## src/rtl/display_scan.sv

```systemverilog
// Four-digit multiplexed 7-segment scanner with anode blanking and buzzer drive.
// Ports: clk, reset (async high), digit0..3[6:0], alarmBeep -> seg[6:0], an[3:0] (low), buzzer. Option: BEEP_TONE_EN.
module display_scan #(
    parameter int REFRESH_DIV = 50000,
    parameter int BLANK_CYC   = 16,
    parameter int TONE_DIV    = 12500
) (
    input  logic       clk,
    input  logic       reset,
    input  logic [6:0] digit0,
    input  logic [6:0] digit1,
    input  logic [6:0] digit2,
    input  logic [6:0] digit3,
    input  logic       alarmBeep,
    output logic [6:0] seg,
    output logic [3:0] an,
    output logic       buzzer
);

    localparam logic [15:0] CNT_LAST = 16'(REFRESH_DIV - 1);

    // Out-of-range parameters stop elaboration rather than wrap silently.
    if (REFRESH_DIV < BLANK_CYC + 1 || REFRESH_DIV > 65535) begin : gBadRefresh
        $error("display_scan: REFRESH_DIV out of range");
    end
    if (BLANK_CYC < 0) begin : gBadBlank
        $error("display_scan: BLANK_CYC out of range");
    end
    if (TONE_DIV < 1 || TONE_DIV > 65535) begin : gBadTone
        $error("display_scan: TONE_DIV out of range");
    end

    logic [15:0] cnt;
    logic [15:0] cntNext;
    logic [1:0]  idx;
    logic [1:0]  idxNext;
    logic        cntWrap;
    logic        blankNext;
    logic        primed;
    logic [6:0]  digitNext;
    logic [3:0]  anNext;

    always_comb begin
        cntWrap = (cnt == CNT_LAST);
        cntNext = cntWrap ? 16'd0 : cnt + 16'd1;
        idxNext = cntWrap ? idx + 2'd1 : idx;
    end

    // Blanking is judged on the next count so an lines up with cnt/idx.
    if (BLANK_CYC == 0) begin : gNoBlank
        assign blankNext = 1'b0;
    end else begin : gBlank
        localparam logic [15:0] BLANK_W = 16'(BLANK_CYC);
        assign blankNext = (cntNext < BLANK_W);
    end

    always_comb begin
        digitNext = digit0;
        case (idxNext)
            2'd0: digitNext = digit0;
            2'd1: digitNext = digit1;
            2'd2: digitNext = digit2;
            2'd3: digitNext = digit3;
            default: digitNext = digit0;
        endcase
    end

    always_comb begin
        anNext = 4'b1111;
        if (!blankNext) begin
            anNext[idxNext] = 1'b0;
        end
    end

    // primed lets the first edge after reset load digit0 into slot 0,
    // which otherwise only gets loaded on a wrap.
    always_ff @(posedge clk or posedge reset) begin
        if (reset) begin
            cnt    <= 16'd0;
            idx    <= 2'd0;
            seg    <= 7'b0000000;
            an     <= 4'b1111;
            primed <= 1'b0;
        end else begin
            cnt    <= cntNext;
            idx    <= idxNext;
            an     <= anNext;
            primed <= 1'b1;
            if (cntWrap || !primed) begin
                seg <= digitNext;
            end
        end
    end

`ifdef BEEP_TONE_EN
    localparam logic [15:0] TONE_LAST = 16'(TONE_DIV - 1);

    logic [15:0] toneCnt;

    // buzzer is the tone flop itself; held low while no alarm so every
    // new request starts from phase 0.
    always_ff @(posedge clk or posedge reset) begin
        if (reset) begin
            toneCnt <= 16'd0;
            buzzer  <= 1'b0;
        end else if (!alarmBeep) begin
            toneCnt <= 16'd0;
            buzzer  <= 1'b0;
        end else if (toneCnt == TONE_LAST) begin
            toneCnt <= 16'd0;
            buzzer  <= ~buzzer;
        end else begin
            toneCnt <= toneCnt + 16'd1;
        end
    end
`else
    always_ff @(posedge clk or posedge reset) begin
        if (reset) begin
            buzzer <= 1'b0;
        end else begin
            buzzer <= alarmBeep;
        end
    end
`endif

endmodule

```

## config.mk

```make
export PLATFORM = sky130hd
export DESIGN_NAME = display_scan
export DESIGN_NICKNAME = d
export VERILOG_FILES = /design/src/rtl/display_scan.sv
export SDC_FILE = /design/constraint.sdc
export NUM_CORES = 1
export LEC_CHECK = 0
export CORE_MARGIN = 2
export CORE_UTILIZATION = 49
export DETAILED_ROUTE_END_ITERATION = 8
export PLACE_DENSITY = 0.79
export RECOVER_POWER = 25
export SLEW_MARGIN = 10
export SYNTH_ARGS = -nofsm -noshare
export SYNTH_HDL_FRONTEND = slang
export SYNTH_SLANG_ARGS = --single-unit
```

## constraint.sdc

```tcl
create_clock -name clk -period 2.3 [get_ports clk]
set_input_delay 0.46 -clock clk [delete_from_list [all_inputs] [get_ports clk]]
set_output_delay 0.46 -clock clk [all_outputs]
set_load 0.02 [all_outputs]
```

==> impl_metrics.yaml, run 1 <==
sta:
  setup-tns-final_ps: 0
  final.period_utilization: 0.9767
  worst_tran_pin_value_ps: 768.6
  report.final.slew_viol_count: 0
  min_period_ps: 2246
  layout_setup_ws_ps: 53.57
  setup_viol: 0
  max_frequency_mhz: 445.2
  worst_hold_slack_ps: 542.8
  finalHoldViolCount: 0
  slew-limit-headroom: 0.4876
  worst_clock_skew_ps: 5.734
synthesis:
  netlist_area_mm2: 0.001807
  synth-seq-area-share: 0.4321
  ys_types: 55
  post_synth_inst_count: 176
  synth_edf_count: 0
  synth.avg_cell_area_um2: 10.27
  postSynthRegisterBits: 31
  asyncSetResetFlopFracSynth: 1.000
  postSynth.topFlopCell: "dfrtp_1"
  yosys.area.top_type_share: 0.3740
  netlist_top_cells_area: "dfrtp_1 37%, dfstp_2 5.8%, xnor2_1 3.9%, xor2_1 3.4%, mux2i_1 3.3%"
  post-synth-top-area-cell: "dfrtp_1"
  ys.warnings.count: 0
  yosysMostFrequentCell: "dfrtp_1"
  syn-num-nets: 208
  synthTopCellsByCount: "27 x dfrtp_1, 15 x nor2_1, 9 x nand2_1"
finish:
  multi_input_area_um2: 908.4
  final_net_count: 261
  area_growth_pct: 32.96
  final_design_area_no_fill_mm2: 0.002402
  final_core_util: 0.6662
  drive_gt1_frac: 0.1739
  insertedDiodeCount: 0
  final-seq-area_um2: 782.0
  filler_cell_count: 298
worst_setup_path:
  setup.reg_to_reg.worst_slack_ps: 50
  ff_to_ff_start: "cnt[13]"
  critical_path_class: "flop to flop"
  regToRegEndpoint: "seg[6]"
  critical-path-max-stage-delay_ps: 570
  critical_path.endpoint_type: "flop"
  required_ps: 2500
  crit_arrival_ps: 2440
  logic_depth_of_the_worst_register_to_register_path: 6
  worst_setup_path_start_kind: "flop"
  worst_path_max_delay_cell: "or4_4"
  critical_path.max_fanout: 7
  cell_chain_of_the_critical_path: "or4_4, nor4_4, buf_6, mux2i_1, nand2_1, a31oi_1"
outcome:
  run_status: "completed"
worst_hold_path:
  holdCritStartpoint: "cnt[15]"
  hold_path.class: "flop to flop"
  hold_depth: 1
  worst_hold_path.endpoint: "cnt[15]"
placed_design:
  io_buffer_count: 42
  place_ws_ps: 15.12
  detailed_place_hpwl_um: 3098
  place_area_mm2: 0.002272
  gp_routability_congestion: 0.9233
power:
  power.internal_mw: 0.8767
  power.leakage_nw: 0.9959
  peakVddDrop_v: 0.0003335
  seq_power_share: 0.501
  power.switching_fraction: 0.2226
  pwr-share-clk: 0.385
  power_density_mw_per_mm2: 469.4
  combinational_power_share: 0.114
  switching_power_mw: 0.2510
floorplanning:
  die_boundary_height_um: 64.72
  die-area_mm2: 0.004189
  floorplan.core_area_mm2: 0.003606
  number_of_top_level_design_ports: 43
  die_x_um: 64.72
  initial_utilization: 0.5010
  floorplan.rows: 22
route:
  post_route_drc: 0
  vias: 1544
  drt_pre_antenna_iters: 4
  ant_nets: 0
  finalWirelength_um: 4332
  route.detailed.wl_per_inst_um: 15.58
  drt_iter0_markers: 81
  vias_per_cell: 5.554
global_routing:
  grt_pass1_wl_um: 7072
  grt_overflow: 0
  grt_start_max_net_pins: 32
  via_count_of_the_first_global_routing_pass: 1534
  antenna_violations_before_repair: 0
  globalRouteTotalUtil: 0.2221
cts:
  cts-buffers-inserted: 5
  worst_setup_hold_path_clk_slew_ps: 60
  worstSkewPairLatency_ps: 280
  h-tree-depth: 2
  clock_tree_from_tritoncts: "done"
  clockBufferDepth: 2
  numClockSinks: 31
  clockRootBuffer: "clkbuf_8"
run:
  drv_cap: 0
==> per-stage QoR <==
step	std cells	power, mW
2_1_floorplan	176	0.6210
5_1_grt	278	1.180
3_5_place_dp	267	0.7049
6_report	278	1.128
4_1_cts	275	1.141
3_3_place_gp	267	0.7021
==> how the worst max path moves through the flow <==
stage,from,end,slack (ps),cells past startpoint
floorplan,cnt[13],seg[0],170,6
global placement,cnt[13],seg[5],110,6
detailed placement,cnt[13],seg[5],20,6
CTS,cnt[13],seg[5],30,6
global route,cnt[13],seg[3],-7,6
finish,cnt[13],seg[6],50,6
==> flip-flops by register name, summed over array words and instances (netlist names) <==
signal,count
seg,7
primed,1
idx,2
buzzer,1
cnt,16
an,4
==> critical path, delay by kind of cell (launching register included) <==
family | cells | cell delay [ps]
AND/OR/NAND/NOR | 3 | 970
multiplexers | 1 | 440
flip-flops | 1 | 390
buffers and inverters | 1 | 180
AO/OA/AOI/OAI | 1 | 180
==> kinds of logic (layout without fill, tap and decap cells) <==
| family | after synthesis | after routing | synth area share |
|---|---|---|---|
| and+or+nand+nor | 59 | 59 | 0.1967 |
| AOI/OAI and AO/OA | 38 | 38 | 0.1448 |
| muxes | 12 | 12 | 0.07202 |
| xor gates and xnor gates | 15 | 15 | 0.07272 |
| DFF | 31 | 31 | 0.4321 |
| buffers and inverters | 19 | 73 | 0.07272 |
| adders and majority gates | 1 | 1 | 0.006924 |
| other | 1 | 1 | 0.002076 |
==> routing by layer <==
layer	global-route usage	vias up	part of all wire
li1	-	750	-
met3	0.05903	6	0.033
met5	0	-	0
met2	0.3570	39	0.50
met1	0.2811	749	0.45
met4	0.09574	0	0.015
==> layout make-up <==
class                           instances  share of cell area
Timing Repair Buffer                   56              0.2193
Inverter                                9             0.01406
Sequential cell                        31              0.3255
Clock buffer                            7             0.03594
Multi-Input combinational cell        126              0.3781
Clock inverter                          1            0.002083
Tap cell                               48             0.02500
==> cells in the final DEF, fill, tap and decap left out, types with 5 or more instances in the layout <==
master and n:
xnor2_1 7, buf_4 12, o22ai_1 5, nand2_1 9, clkbuf_8 6, clkdlybuf4s50_1 40
nor2_1 15, nand4_1 6, dfrtp_1 26, inv_1 7, xor2_1 7, mux2i_1 6
o31ai_1 5
==> power groups by stage <==
stage / logic (mW) / clock network, mW / registers [mW]
2_1_floorplan: 0.0316 / 0 / 0.589
3_3_place_gp: 0.128 / 0 / 0.574
3_5_place_dp: 0.131 / 0 / 0.574
4_1_cts: 0.131 / 0.445 / 0.565
5_1_grt: 0.139 / 0.475 / 0.566
6_report: 0.129 / 0.434 / 0.565
==> repair_timing <==
action | 4_1_cts | 5_1_grt
endpoints found under the setup margin | 1 | 8
buffers inserted | 0 | 3
hold endpoints to repair | 0 | 0
resized for setup | 1 | 3
hold buffers | 0 | 0
No activity file was read; power rests on OpenSTA's default activity.
==> run 2: changes to the inputs <==
- CTS_CLUSTER_SIZE: unset -> 30
==> results of run 2 <==
No change in the layout: final DEF, timing and power equal those of run 1.
